<file path="src/rtl/gyro_tilt_ctrl.sv">
// gyro_tilt_ctrl
// Sequencer for the gyro tilt integration path. It paces reads from the gyro
// read FSM at a fixed sample period and calibrates a per-axis zero-rate bias
// after reset or a re-zero request. It then delivers bias-corrected, saturated
// rates to the tilt integrator, each with a one-cycle int_en strobe.
//
// Build option:
//   GYRO_DEADBAND_EN - when defined, any corrected axis with |v| <= DEADBAND
//                      is forced to 0 before it is registered into d*.
//                      When undefined, the corrected value passes through
//                      unchanged.
module gyro_tilt_ctrl #(
  parameter int SAMPLE_DIV = 100000,  // CLK cycles per sample tick, >= 4
  parameter int CAL_LOG2   = 4,       // log2 of the calibration sample count
  parameter int TIMEOUT    = 4096,    // max cycles rd_req waits for rd_ack
  parameter int DEADBAND   = 8        // deadband magnitude in raw LSBs
) (
  input  logic               CLK,
  input  logic               RST,
  input  logic               ZERO,
  output logic               rd_req,
  input  logic               rd_ack,
  input  logic signed [15:0] raw_dx,
  input  logic signed [15:0] raw_dy,
  input  logic signed [15:0] raw_dz,
  output logic signed [15:0] dx,
  output logic signed [15:0] dy,
  output logic signed [15:0] dz,
  output logic               int_en,
  output logic               int_clr,
  output logic               cal_done,
  output logic               err
);

  localparam int TICK_W = $clog2(SAMPLE_DIV);
  localparam int TO_W   = $clog2(TIMEOUT + 1);
  localparam int ACC_W  = 16 + CAL_LOG2;
  localparam int CNT_W  = CAL_LOG2 + 1;

  localparam logic [TICK_W-1:0] TICK_LAST = TICK_W'(SAMPLE_DIV - 1);
  localparam logic [TO_W-1:0]   TO_LAST   = TO_W'(TIMEOUT - 1);
  localparam logic [CNT_W-1:0]  CAL_N     = CNT_W'(1 << CAL_LOG2);

  localparam logic signed [15:0] DB_POS = 16'(DEADBAND);
  localparam logic signed [15:0] DB_NEG = -DB_POS;

`ifdef GYRO_DEADBAND_EN
  localparam bit DB_EN = 1'b1;
`else
  localparam bit DB_EN = 1'b0;
`endif

  typedef enum logic [2:0] {
    CLR,
    CAL_WAIT,
    CAL_REQ,
    RUN_WAIT,
    RUN_REQ
  } state_t;

  // Clamp a 17-bit difference into the signed 16-bit output range.
  function automatic logic signed [15:0] sat16(input logic signed [16:0] v);
    if (v > 17'sd32767) begin
      return 16'sh7FFF;
    end else if (v < -17'sd32768) begin
      return 16'sh8000;
    end else begin
      return 16'(v);
    end
  endfunction

  // Optional deadband applied after saturation; folds away when disabled.
  function automatic logic signed [15:0] shape(input logic signed [15:0] v);
    if (DB_EN && (v <= DB_POS) && (v >= DB_NEG)) begin
      return '0;
    end else begin
      return v;
    end
  endfunction

  // Registered state
  state_t                    state_q, state_d;
  logic [TICK_W-1:0]         tick_cnt_q, tick_cnt_d;
  logic [TO_W-1:0]           req_cnt_q, req_cnt_d;
  logic [CNT_W-1:0]          cal_cnt_q, cal_cnt_d;
  logic signed [ACC_W-1:0]   acc_q [3];
  logic signed [ACC_W-1:0]   acc_d [3];
  logic signed [15:0]        bias_q [3];
  logic signed [15:0]        bias_d [3];
  logic signed [15:0]        d_q [3];
  logic signed [15:0]        d_d [3];
  logic                      int_en_q, int_en_d;
  logic                      cal_done_q, cal_done_d;
  logic                      err_q, err_d;

  // Combinational helpers
  logic                      tick;
  logic                      timeout;
  logic signed [15:0]        raw [3];
  logic signed [15:0]        corr [3];

  assign raw[0] = raw_dx;
  assign raw[1] = raw_dy;
  assign raw[2] = raw_dz;

  assign tick    = (tick_cnt_q == TICK_LAST);
  assign timeout = (req_cnt_q == TO_LAST);

  // Free-running sample-period counter; ZERO deliberately leaves it alone.
  always_comb begin
    if (tick) begin
      tick_cnt_d = '0;
    end else begin
      tick_cnt_d = tick_cnt_q + TICK_W'(1);
    end
  end

  // Bias-corrected, saturated (and optionally deadbanded) rate per axis.
  always_comb begin
    for (int a = 0; a < 3; a++) begin
      corr[a] = shape(sat16(17'(raw[a]) - 17'(bias_q[a])));
    end
  end

  // Next-state and datapath update for the sequencer.
  always_comb begin
    // NOTE: every signal written here gets a default first so that no path
    // leaves it unassigned, which would otherwise infer a latch.
    state_d    = state_q;
    req_cnt_d  = '0;
    cal_cnt_d  = cal_cnt_q;
    acc_d      = acc_q;
    bias_d     = bias_q;
    d_d        = d_q;
    int_en_d   = 1'b0;
    cal_done_d = cal_done_q;
    err_d      = err_q;

    unique case (state_q)
      CLR: begin
        for (int a = 0; a < 3; a++) begin
          acc_d[a] = '0;
        end
        cal_cnt_d = '0;
        state_d   = CAL_WAIT;
      end

      CAL_WAIT: begin
        if (tick) begin
          state_d = CAL_REQ;
        end
      end

      CAL_REQ: begin
        if (rd_ack) begin
          for (int a = 0; a < 3; a++) begin
            acc_d[a] = acc_q[a] + ACC_W'(raw[a]);
          end
          cal_cnt_d = cal_cnt_q + CNT_W'(1);
          if (cal_cnt_d == CAL_N) begin
            for (int a = 0; a < 3; a++) begin
              bias_d[a] = 16'(acc_d[a] >>> CAL_LOG2);
            end
            cal_done_d = 1'b1;
            state_d    = RUN_WAIT;
          end else begin
            state_d = CAL_WAIT;
          end
        end else if (timeout) begin
          err_d   = 1'b1;
          state_d = CAL_WAIT;
        end else begin
          req_cnt_d = req_cnt_q + TO_W'(1);
        end
      end

      RUN_WAIT: begin
        if (tick) begin
          state_d = RUN_REQ;
        end
      end

      RUN_REQ: begin
        if (rd_ack) begin
          d_d      = corr;
          int_en_d = 1'b1;
          state_d  = RUN_WAIT;
        end else if (timeout) begin
          err_d   = 1'b1;
          state_d = RUN_WAIT;
        end else begin
          req_cnt_d = req_cnt_q + TO_W'(1);
        end
      end

      default: begin
        state_d = CLR;
      end
    endcase

    // Re-zero overrides whatever the FSM decided this cycle, including an ack
    // that lands in the same cycle: the sample is discarded.
    if (ZERO) begin
      state_d    = CLR;
      req_cnt_d  = '0;
      cal_cnt_d  = cal_cnt_q;
      acc_d      = acc_q;
      bias_d     = bias_q;
      d_d        = d_q;
      int_en_d   = 1'b0;
      cal_done_d = 1'b0;
      err_d      = 1'b0;
    end
  end

  // State registers with synchronous, active-high reset.
  always_ff @(posedge CLK) begin
    // NOTE: sequential state uses non-blocking assignments only, so every
    // flop samples the pre-edge values regardless of statement order.
    if (RST) begin
      state_q    <= CLR;
      tick_cnt_q <= '0;
      req_cnt_q  <= '0;
      cal_cnt_q  <= '0;
      for (int a = 0; a < 3; a++) begin
        acc_q[a]  <= '0;
        bias_q[a] <= '0;
        d_q[a]    <= '0;
      end
      int_en_q   <= 1'b0;
      cal_done_q <= 1'b0;
      err_q      <= 1'b0;
    end else begin
      state_q    <= state_d;
      tick_cnt_q <= tick_cnt_d;
      req_cnt_q  <= req_cnt_d;
      cal_cnt_q  <= cal_cnt_d;
      acc_q      <= acc_d;
      bias_q     <= bias_d;
      d_q        <= d_d;
      int_en_q   <= int_en_d;
      cal_done_q <= cal_done_d;
      err_q      <= err_d;
    end
  end

  // Outputs: request and clear are decoded from state, the rest are flops.
  assign rd_req   = (state_q == CAL_REQ) || (state_q == RUN_REQ);
  assign int_clr  = (state_q == CLR);
  assign int_en   = int_en_q;
  assign cal_done = cal_done_q;
  assign err      = err_q;
  assign dx       = d_q[0];
  assign dy       = d_q[1];
  assign dz       = d_q[2];

endmodule

</file>
<file path="config.mk">
export PLATFORM = sky130hd
export DESIGN_NAME = gyro_tilt_ctrl
export DESIGN_NICKNAME = d
export VERILOG_FILES = /design/src/rtl/gyro_tilt_ctrl.sv
export SDC_FILE = /design/constraint.sdc
export NUM_CORES = 1
export LEC_CHECK = 0
export CAP_MARGIN = 20
export CORE_MARGIN = 2
export CORE_UTILIZATION = 40
export CTS_CLUSTER_SIZE = 25
export DETAILED_ROUTE_END_ITERATION = 8
export PLACE_DENSITY = 0.61
export RECOVER_POWER = 25
export SLEW_MARGIN = 20
export SYNTH_ARGS = -nofsm -noshare
export SYNTH_HDL_FRONTEND = slang
export SYNTH_SLANG_ARGS = --single-unit
export TNS_END_PERCENT = 30
</file>
<file path="constraint.sdc">
create_clock -name CLK -period 4.18 [get_ports CLK]
set_input_delay 1.045 -clock CLK [delete_from_list [all_inputs] [get_ports CLK]]
set_output_delay 1.045 -clock CLK [all_outputs]
set_load 0.02 [all_outputs]
</file>
==> impl_metrics.prom, run 1 <==
# TYPE chip_impl_metric gauge
chip_impl_info{name="final_common_cell",value="dfxtp_1"} 1
chip_impl_metric{name="synth.net_count",unit=""} 1647
chip_impl_metric{name="final-max-slew-violation-count",unit=""} 38
chip_impl_metric{name="timing_worst_slew_pin_value",unit="ns"} 2.22
chip_impl_metric{name="grt_max_degree",unit=""} 54
chip_impl_metric{name="critical_path_peak_fanout",unit=""} 9
chip_impl_metric{name="rrSetupSlack",unit="ns"} 1.19
chip_impl_metric{name="syn_avg_cell_area",unit="um^2"} 8.45
chip_impl_metric{name="max_clock_freq",unit="MHz"} 266
chip_impl_metric{name="initial_core_util",unit="%"} 40.8
chip_impl_metric{name="synth-edff-count",unit=""} 0
chip_impl_metric{name="cts.repair_timing.setup_buffer_count",unit=""} 0
chip_impl_info{name="library_cell_contributing_the_largest_single_delay_on_the_critical_path",value="clkdlybuf4s50_1"} 1
chip_impl_info{name="cts_tree",value="built"} 1
chip_impl_metric{name="detail_route.vias_per_cell",unit=""} 5.39
chip_impl_metric{name="worst_skew_pair.late_latency",unit="ns"} 0.44
chip_impl_metric{name="finalCritPeriodShare",unit="%"} 89.8
chip_impl_metric{name="number_of_buffers_added_by_the_clock_tree_synthesis_step",unit=""} 17
chip_impl_metric{name="fp.dieH",unit="um"} 181
chip_impl_info{name="hold_path_class",value="flip-flop to flip-flop"} 1
chip_impl_metric{name="antenna_found_initial",unit=""} 0
chip_impl_info{name="critical_path_class",value="input pin to flip-flop"} 1
chip_impl_metric{name="postSynthRegisterBits",unit=""} 197
chip_impl_metric{name="row_count",unit=""} 64
chip_impl_metric{name="first_global_vias",unit=""} 10400
chip_impl_info{name="startpoint",value="raw_dx[0]"} 1
chip_impl_metric{name="place.gp.congestion",unit=""} 0.865
chip_impl_metric{name="fp.dieArea",unit="um^2"} 32700
chip_impl_metric{name="cts_sinks",unit=""} 197
chip_impl_metric{name="design_area",unit="um^2"} 14700
chip_impl_metric{name="post-route-worst-setup-slack",unit="ns"} 0.426
chip_impl_metric{name="finalHoldViolations",unit=""} 0
chip_impl_metric{name="timing.critical_path.slowest_cell_delay",unit="ns"} 0.57
chip_impl_metric{name="routed_wirelength",unit="um"} 31800
chip_impl_metric{name="htree_num_levels",unit=""} 4
chip_impl_metric{name="syn_inst",unit=""} 1480
chip_impl_metric{name="cts_buffer_depth",unit=""} 2
chip_impl_metric{name="fill_cells",unit=""} 2978
chip_impl_metric{name="setup-tns-final",unit="ns"} 0
chip_impl_metric{name="count_of_unresolved_drc_violations_after_routing",unit=""} 0
chip_impl_metric{name="place_area",unit="um^2"} 14100
chip_impl_metric{name="seq_area",unit="um^2"} 3940
chip_impl_metric{name="synth_sequential_area_ratio",unit="%"} 31.6
chip_impl_metric{name="timing.reg2reg.worst_path_depth",unit=""} 6
chip_impl_info{name="outcome",value="finished, violations left"} 1
chip_impl_metric{name="grt_usage",unit="%"} 19.7
chip_impl_metric{name="post-place-ws",unit="ns"} 0.00329
chip_impl_info{name="library_cell_used_as_clock_root_buffer",value="clkbuf_16"} 1
chip_impl_metric{name="design.portCount",unit=""} 105
chip_impl_metric{name="max_slew_margin",unit="%"} -48.3
chip_impl_info{name="start_kind",value="input pin"} 1
chip_impl_metric{name="yosysUniqueCellTypes",unit=""} 86
chip_impl_metric{name="ctsHoldBuffers",unit=""} 0
chip_impl_metric{name="cp.required",unit="ns"} 4.52
chip_impl_metric{name="vdd.ir_drop.worst",unit="V"} 0.000319
chip_impl_metric{name="die_width",unit="um"} 181
chip_impl_metric{name="count_of_tritonroute_iterations_in_the_first_routing_pass",unit=""} 6
chip_impl_info{name="unrepaired_setup_endpoints_after_global_routing",value="false"} 1
chip_impl_metric{name="number_of_port_buffers",unit=""} 104
chip_impl_info{name="cp_common_cell",value="a211oi_2"} 1
chip_impl_metric{name="power.density",unit="nW/um^2"} 282
chip_impl_info{name="rr_endpoint",value="acc_q[33]"} 1
chip_impl_metric{name="combined_area_of_the_multi_input_logic_cells",unit="um^2"} 8040
chip_impl_info{name="critical_path_cell_list",value="clkdlybuf4s50_1, inv_1, ha_1, fa_1, nand2b_1, a211oi_2, o211ai_1, a21oi_2, o211a_1, a2bb2oi_4, inv_2, maj3_2, a211oi_2"} 1
chip_impl_metric{name="finalClockSkew",unit="ns"} 0.0165
chip_impl_info{name="layout.cells.most_common_list",value="dfxtp_1 (197), nor2_1 (170), nand2_1 (131)"} 1
chip_impl_info{name="yosys_most_used_dff",value="dfxtp_1"} 1
chip_impl_metric{name="postCtsResizedCells",unit=""} 0
chip_impl_metric{name="finalPower",unit="mW"} 4.14
chip_impl_metric{name="p_leak",unit="nW"} 5.74
chip_impl_metric{name="drtAntennaViolNets",unit=""} 0
chip_impl_metric{name="grt_remaining_overflow",unit=""} 0
chip_impl_metric{name="core-area",unit="um^2"} 30700
chip_impl_metric{name="drive_above_1_share",unit="%"} 10.2
chip_impl_metric{name="synth.cell_area",unit="um^2"} 12500
chip_impl_metric{name="critPathArrivalTime",unit="ns"} 4.10
chip_impl_info{name="crit_path_end",value="dx[14]"} 1
chip_impl_metric{name="flow.area_growth_from_synthesis",unit="%"} 17.5
chip_impl_metric{name="drt_iter0_markers",unit=""} 618
chip_impl_metric{name="routed_wire_length_per_instance",unit="um"} 16.0
chip_impl_metric{name="final_nets",unit=""} 1748
chip_impl_metric{name="async_reset_ff_share",unit="%"} 0
chip_impl_info{name="regToRegStartpoint",value="state_q[1]"} 1
chip_impl_metric{name="path_clk_slew",unit="ns"} 0.09
chip_impl_metric{name="dp_hpwl",unit="um"} 24100
chip_impl_metric{name="n_antenna_cell",unit=""} 0
chip_impl_metric{name="finalWorstPathRequiredPeriod",unit="ns"} 3.75
chip_impl_info{name="endpoint_kind",value="flip-flop"} 1
chip_impl_info{name="violations_in_the_final_reports",value="max-capacitance violations, max-slew violations"} 1
chip_impl_metric{name="ys.warnings.count",unit=""} 0
chip_impl_metric{name="final_core_utilization",unit="%"} 47.9
chip_impl_metric{name="max_cap_viol_count",unit=""} 1
chip_impl_metric{name="routed-via-count",unit=""} 10700
chip_impl_metric{name="total_of_endpoints_with_negative_setup_slack_in_the_final_report",unit=""} 0
chip_impl_metric{name="global_route_wire_length_before_repair",unit="um"} 53100
-- routing by layer --
layer	GRT usage [%]	share of wire, %	vias to the layer above
li1	-	-	5454
met3	2.10	3.2	36
met5	0	0	-
met1	26.2	48	5056
met4	5.52	1.7	0
met2	33.6	47	188
-- flip-flops by register name, summed over array words and instances, names as in the netlist --
signal / count
req_cnt_q: 13
dz: 16
cal_cnt_q: 5
acc_q: 60
cal_done: 1
tick_cnt_q: 17
dx: 16
bias_q: 48
int_en: 1
dy: 16
err: 1
state_q: 3
-- area by class of cell --
type | instances | share of cell area (%)
repair buffers | 138 | 8.94
inverters | 77 | 1.98
multi-input cells | 1150 | 54.7
well taps | 396 | 3.37
clock inverters | 15 | 1.22
clock buffers | 17 | 2.90
flip-flops and latches | 197 | 26.9
-- worst max-delay path, delay by kind of cell --
kind,cells,cell delay [ns]
adders and majority gates,3,0.94
and+or+nand+nor,1,0.18
AOI/OAI and AO/OA,6,1.17
buffers and inverters,3,0.76
-- how the worst min path moves through the flow --
stage	cells past startpoint	start	to
final	2	req_cnt_q[12]	req_cnt_q[12]
after floorplan	2	req_cnt_q[12]	req_cnt_q[12]
after global routing	2	bias_q[45]	bias_q[45]
after CTS	2	req_cnt_q[12]	req_cnt_q[12]
after detailed placement	2	req_cnt_q[12]	req_cnt_q[12]
after global placement	2	req_cnt_q[12]	req_cnt_q[12]
-- stage by stage --
stage               std cells  hold slack, ns
finish                   1990           0.434
global route             1990           0.473
CTS                      1990           0.436
detailed placement       1958           0.422
global placement         1958           0.417
floorplan                1480           0.410
-- logic make-up after synthesis --
kind of cell | count (synthesis) | synth area share, %
adder cells (fa/ha/maj) | 134 | 13.5
XOR/XNOR | 116 | 8.43
multiplexers | 10 | 0.801
AO/OA/AOI/OAI | 413 | 23.9
buffers and inverters | 133 | 4.30
AND/OR/NAND/NOR | 477 | 17.5
flip-flops | 197 | 31.6
-- cells in the mapped netlist (4+ instances only) --
master	instances	share of area [%]
or2_2	6	0.30
or3_1	18	0.90
a211oi_1	17	1.0
and3_1	14	0.70
mux2i_1	10	0.80
nor4_1	5	0.25
o22ai_1	5	0.25
nor2b_1	8	0.40
nand2_1	131	3.9
nor3_1	28	1.1
a22oi_1	25	1.5
o21bai_1	8	0.48
inv_1	73	2.2
a21oi_2	5	0.35
fa_1	6	0.96
ha_1	109	11
nand4_1	8	0.40
nand3_1	38	1.5
nand2b_1	21	1.1
a31oi_1	16	0.80
o2111ai_1	5	0.35
maj3_2	15	1.4
and2_1	8	0.40
o21a_1	12	0.72
a211oi_2	34	3.4
clkbuf_1	44	1.3
o211ai_1	4	0.24
a21o_1	38	2.3
a21oi_1	121	4.8
o31ai_2	5	0.50
a22o_1	20	1.4
o21ai_0	51	2.0
o21ai_1	7	0.28
dfxtp_1	197	32
nor2_1	172	5.2
xnor2_1	61	4.3
maj3_1	4	0.32
xor2_1	51	3.6
-- power breakdown --
part           switching, mW  internal [mW]  total [mW]
combinational          0.329          0.239       0.568
sequential           0.00550           1.88        1.89
clock                  0.864          0.817        1.68
total                   1.20           2.94        4.13
Note: power is estimated with default switching activity, not from simulation.
==> run 2, diff against run 1 <==
ABC_CLOCK_PERIOD_IN_PS = 4180   (was default)
==> results of run 2 <==
The final DEF is identical to that of run 1; final timing and power are the same.
==> run 3, diff against run 2 <==
CAP_MARGIN = 25   (was 20)
CORE_UTILIZATION = 53   (was 40)
PLACE_DENSITY = 0.76   (was 0.61)
==> run 3 against run 2 <==
Net effect:
- clock power shrank 3%
- routed wire length shrank 3.7%
- power shrank 1.4%
- flip-flop and latch count is the same
- highest routed layer unchanged
- first-iteration DRC count grew 11%
- via count grew 1.4%
- largest power group unchanged
- sequential power is essentially flat
- global-route usage grew 5.3 points
- hold slack gained 0.0075 ns
- clock skew shrank 0.0038 ns
- the run now ends clean
- die area shrank 24%
==> impl_metrics.prom, run 3 (synthesis results as in run 1) <==
# TYPE chip_impl_metric gauge
chip_impl_info{name="outcome",value="finished, final reports clean"} 1
chip_impl_metric{name="cp.required",unit="ns"} 4.51
chip_impl_metric{name="number_of_port_buffers",unit=""} 104
chip_impl_metric{name="flow.area_growth_from_synthesis",unit="%"} 16.1
chip_impl_metric{name="p_leak",unit="nW"} 5.72
chip_impl_info{name="critical_path_class",value="input pin to flip-flop"} 1
chip_impl_metric{name="fp.dieH",unit="um"} 158
chip_impl_metric{name="finalCritPeriodShare",unit="%"} 90.7
chip_impl_metric{name="count_of_tritonroute_iterations_in_the_first_routing_pass",unit=""} 5
chip_impl_metric{name="setup-tns-final",unit="ns"} 0
chip_impl_metric{name="drtAntennaViolNets",unit=""} 0
chip_impl_metric{name="place.gp.congestion",unit=""} 0.869
chip_impl_metric{name="postCtsResizedCells",unit=""} 0
chip_impl_metric{name="number_of_buffers_added_by_the_clock_tree_synthesis_step",unit=""} 17
chip_impl_metric{name="cts.repair_timing.setup_buffer_count",unit=""} 0
chip_impl_info{name="endpoint_kind",value="flip-flop"} 1
chip_impl_metric{name="timing_worst_slew_pin_value",unit="ns"} 1.45
chip_impl_metric{name="power.density",unit="nW/um^2"} 281
chip_impl_metric{name="htree_num_levels",unit=""} 4
chip_impl_metric{name="initial_core_util",unit="%"} 53.6
chip_impl_metric{name="final-max-slew-violation-count",unit=""} 0
chip_impl_info{name="final_common_cell",value="dfxtp_1"} 1
chip_impl_info{name="critPathTopFamily",value="adder cells"} 1
chip_impl_metric{name="count_of_unresolved_drc_violations_after_routing",unit=""} 0
chip_impl_info{name="largestRegisters",value="acc_q x60, bias_q x48, tick_cnt_q x17"} 1
chip_impl_info{name="start_kind",value="input pin"} 1
chip_impl_metric{name="max_slew_margin",unit="%"} 3.50
chip_impl_info{name="library_cell_used_as_clock_root_buffer",value="clkbuf_16"} 1
chip_impl_metric{name="cts_buffer_depth",unit=""} 2
chip_impl_metric{name="antenna_found_initial",unit=""} 0
chip_impl_metric{name="total_of_endpoints_with_negative_setup_slack_in_the_final_report",unit=""} 0
chip_impl_info{name="critical_path_cell_list",value="clkdlybuf4s50_1, inv_1, ha_1, fa_1, nor2b_1, o31ai_2, a21oi_2, a221o_2, a31o_4, a21oi_2, or2_0, maj3_2, a211oi_2"} 1
chip_impl_metric{name="max_clock_freq",unit="MHz"} 264
chip_impl_metric{name="core-area",unit="um^2"} 23300
chip_impl_metric{name="critPathArrivalTime",unit="ns"} 4.12
chip_impl_metric{name="fp.dieArea",unit="um^2"} 24800
chip_impl_metric{name="first_global_vias",unit=""} 10400
chip_impl_metric{name="grt_max_degree",unit=""} 75
chip_impl_metric{name="largest_register_ff_count",unit=""} 60
chip_impl_info{name="layout.cells.most_common_list",value="dfxtp_1 (197), nor2_1 (169), nand2_1 (131)"} 1
chip_impl_metric{name="dp_hpwl",unit="um"} 22700
chip_impl_info{name="cp_common_cell",value="a21oi_2"} 1
chip_impl_metric{name="final_nets",unit=""} 1740
chip_impl_metric{name="worst_skew_pair.late_latency",unit="ns"} 0.44
chip_impl_metric{name="seq_area",unit="um^2"} 3940
chip_impl_metric{name="routed-via-count",unit=""} 10900
chip_impl_metric{name="cts_sinks",unit=""} 197
chip_impl_metric{name="finalClockSkew",unit="ns"} 0.0128
chip_impl_metric{name="die_width",unit="um"} 158
chip_impl_metric{name="grt_usage",unit="%"} 25.0
chip_impl_metric{name="routed_wire_length_per_instance",unit="um"} 16.1
chip_impl_info{name="library_cell_contributing_the_largest_single_delay_on_the_critical_path",value="clkdlybuf4s50_1"} 1
chip_impl_metric{name="detail_route.vias_per_cell",unit=""} 5.72
chip_impl_metric{name="finalWorstPathRequiredPeriod",unit="ns"} 3.79
chip_impl_metric{name="critical_path_peak_fanout",unit=""} 7
chip_impl_metric{name="grt_remaining_overflow",unit=""} 0
chip_impl_metric{name="row_count",unit=""} 56
chip_impl_metric{name="combined_area_of_the_multi_input_logic_cells",unit="um^2"} 8040
chip_impl_metric{name="vdd.ir_drop.worst",unit="V"} 0.000257
chip_impl_metric{name="max_cap_viol_count",unit=""} 0
chip_impl_metric{name="drt_iter0_markers",unit=""} 689
chip_impl_metric{name="final_core_utilization",unit="%"} 62.2
chip_impl_info{name="unrepaired_setup_endpoints_after_global_routing",value="false"} 1
chip_impl_metric{name="n_antenna_cell",unit=""} 0
chip_impl_info{name="largest-register",value="acc_q"} 1
chip_impl_metric{name="design.portCount",unit=""} 105
chip_impl_metric{name="global_route_wire_length_before_repair",unit="um"} 50300
chip_impl_metric{name="path_clk_slew",unit="ns"} 0.08
chip_impl_metric{name="routed_wirelength",unit="um"} 30700
chip_impl_metric{name="critPathBufInv",unit=""} 2
chip_impl_metric{name="drive_above_1_share",unit="%"} 9.71
chip_impl_metric{name="finalHoldViolations",unit=""} 0
chip_impl_info{name="hold_path_class",value="flip-flop to flip-flop"} 1
chip_impl_metric{name="ctsHoldBuffers",unit=""} 0
chip_impl_metric{name="timing.critical_path.slowest_cell_delay",unit="ns"} 0.50
chip_impl_info{name="cts_tree",value="built"} 1
chip_impl_metric{name="fill_cells",unit=""} 2033
==> run 3: cell types whose count changed in the layout (fill, tap and decap cells not counted), sizes merged <==
cell           previous run  this run
buf                      33        25
clkdlybuf4s50            74        67
dlygate4sd3              29        36
inv                      85        83
clkbuf                   19        20
clkinv                    7         8
==> run 3: tightest hold or removal path: cells and delay by family (launching register included) <==
family,cells,cell delay (ns)
DFF,1,0.32
and+or+nand+nor,2,0.08
==> run 3: per-layer routing <==
layer / track usage (%) / up-vias / wire length, um
li1: - / 5459 / -
met2: 42.8 / 257 / 14700
met5: 0 / - / 0
met3: 3.70 / 57 / 1260
met1: 32.2 / 5115 / 14000
met4: 8.40 / 0 / 686
==> run 3: final timing paths <==
check | from | to | slack [ns] | depth (start not counted)
max | raw_dz[0] | dz[6] | 0.39 | 13
min | req_cnt_q[12] | req_cnt_q[12] | 0.44 | 2
max reg2reg | bias_q[2] | dz[6] | 1.13 | 11
min reg2reg | req_cnt_q[12] | req_cnt_q[12] | 0.44 | 2
==> run 3: per-stage QoR <==
step           instances  worst slack, ns  hold slack (ns)  area (um^2)  total power [mW]
2_1_floorplan       1480            0.784            0.410        12500              2.32
3_3_place_gp        1873           0.0798            0.417        13900              2.47
4_1_cts             1905            0.444            0.442        14500              4.10
6_report            1905            0.388            0.441        14500              4.08
3_5_place_dp        1873          0.00103            0.426        13900              2.48
5_1_grt             1905            0.269            0.475        14500              4.24
==> run 3: layout make-up <==
class / instances / share of cell area, %
Timing Repair Buffer: 130 / 8.63
Clock inverter: 14 / 1.09
Sequential cell: 197 / 27.2
Tap cell: 319 / 2.75
Inverter: 77 / 2.00
Clock buffer: 18 / 2.96
Multi-Input combinational cell: 1150 / 55.4
==> run 3: report_power, final <==
part	total, mW	internal, mW	switching [mW]
combinational	0.560	0.237	0.324
sequential	1.89	1.88	0.00542
clock	1.63	0.804	0.827
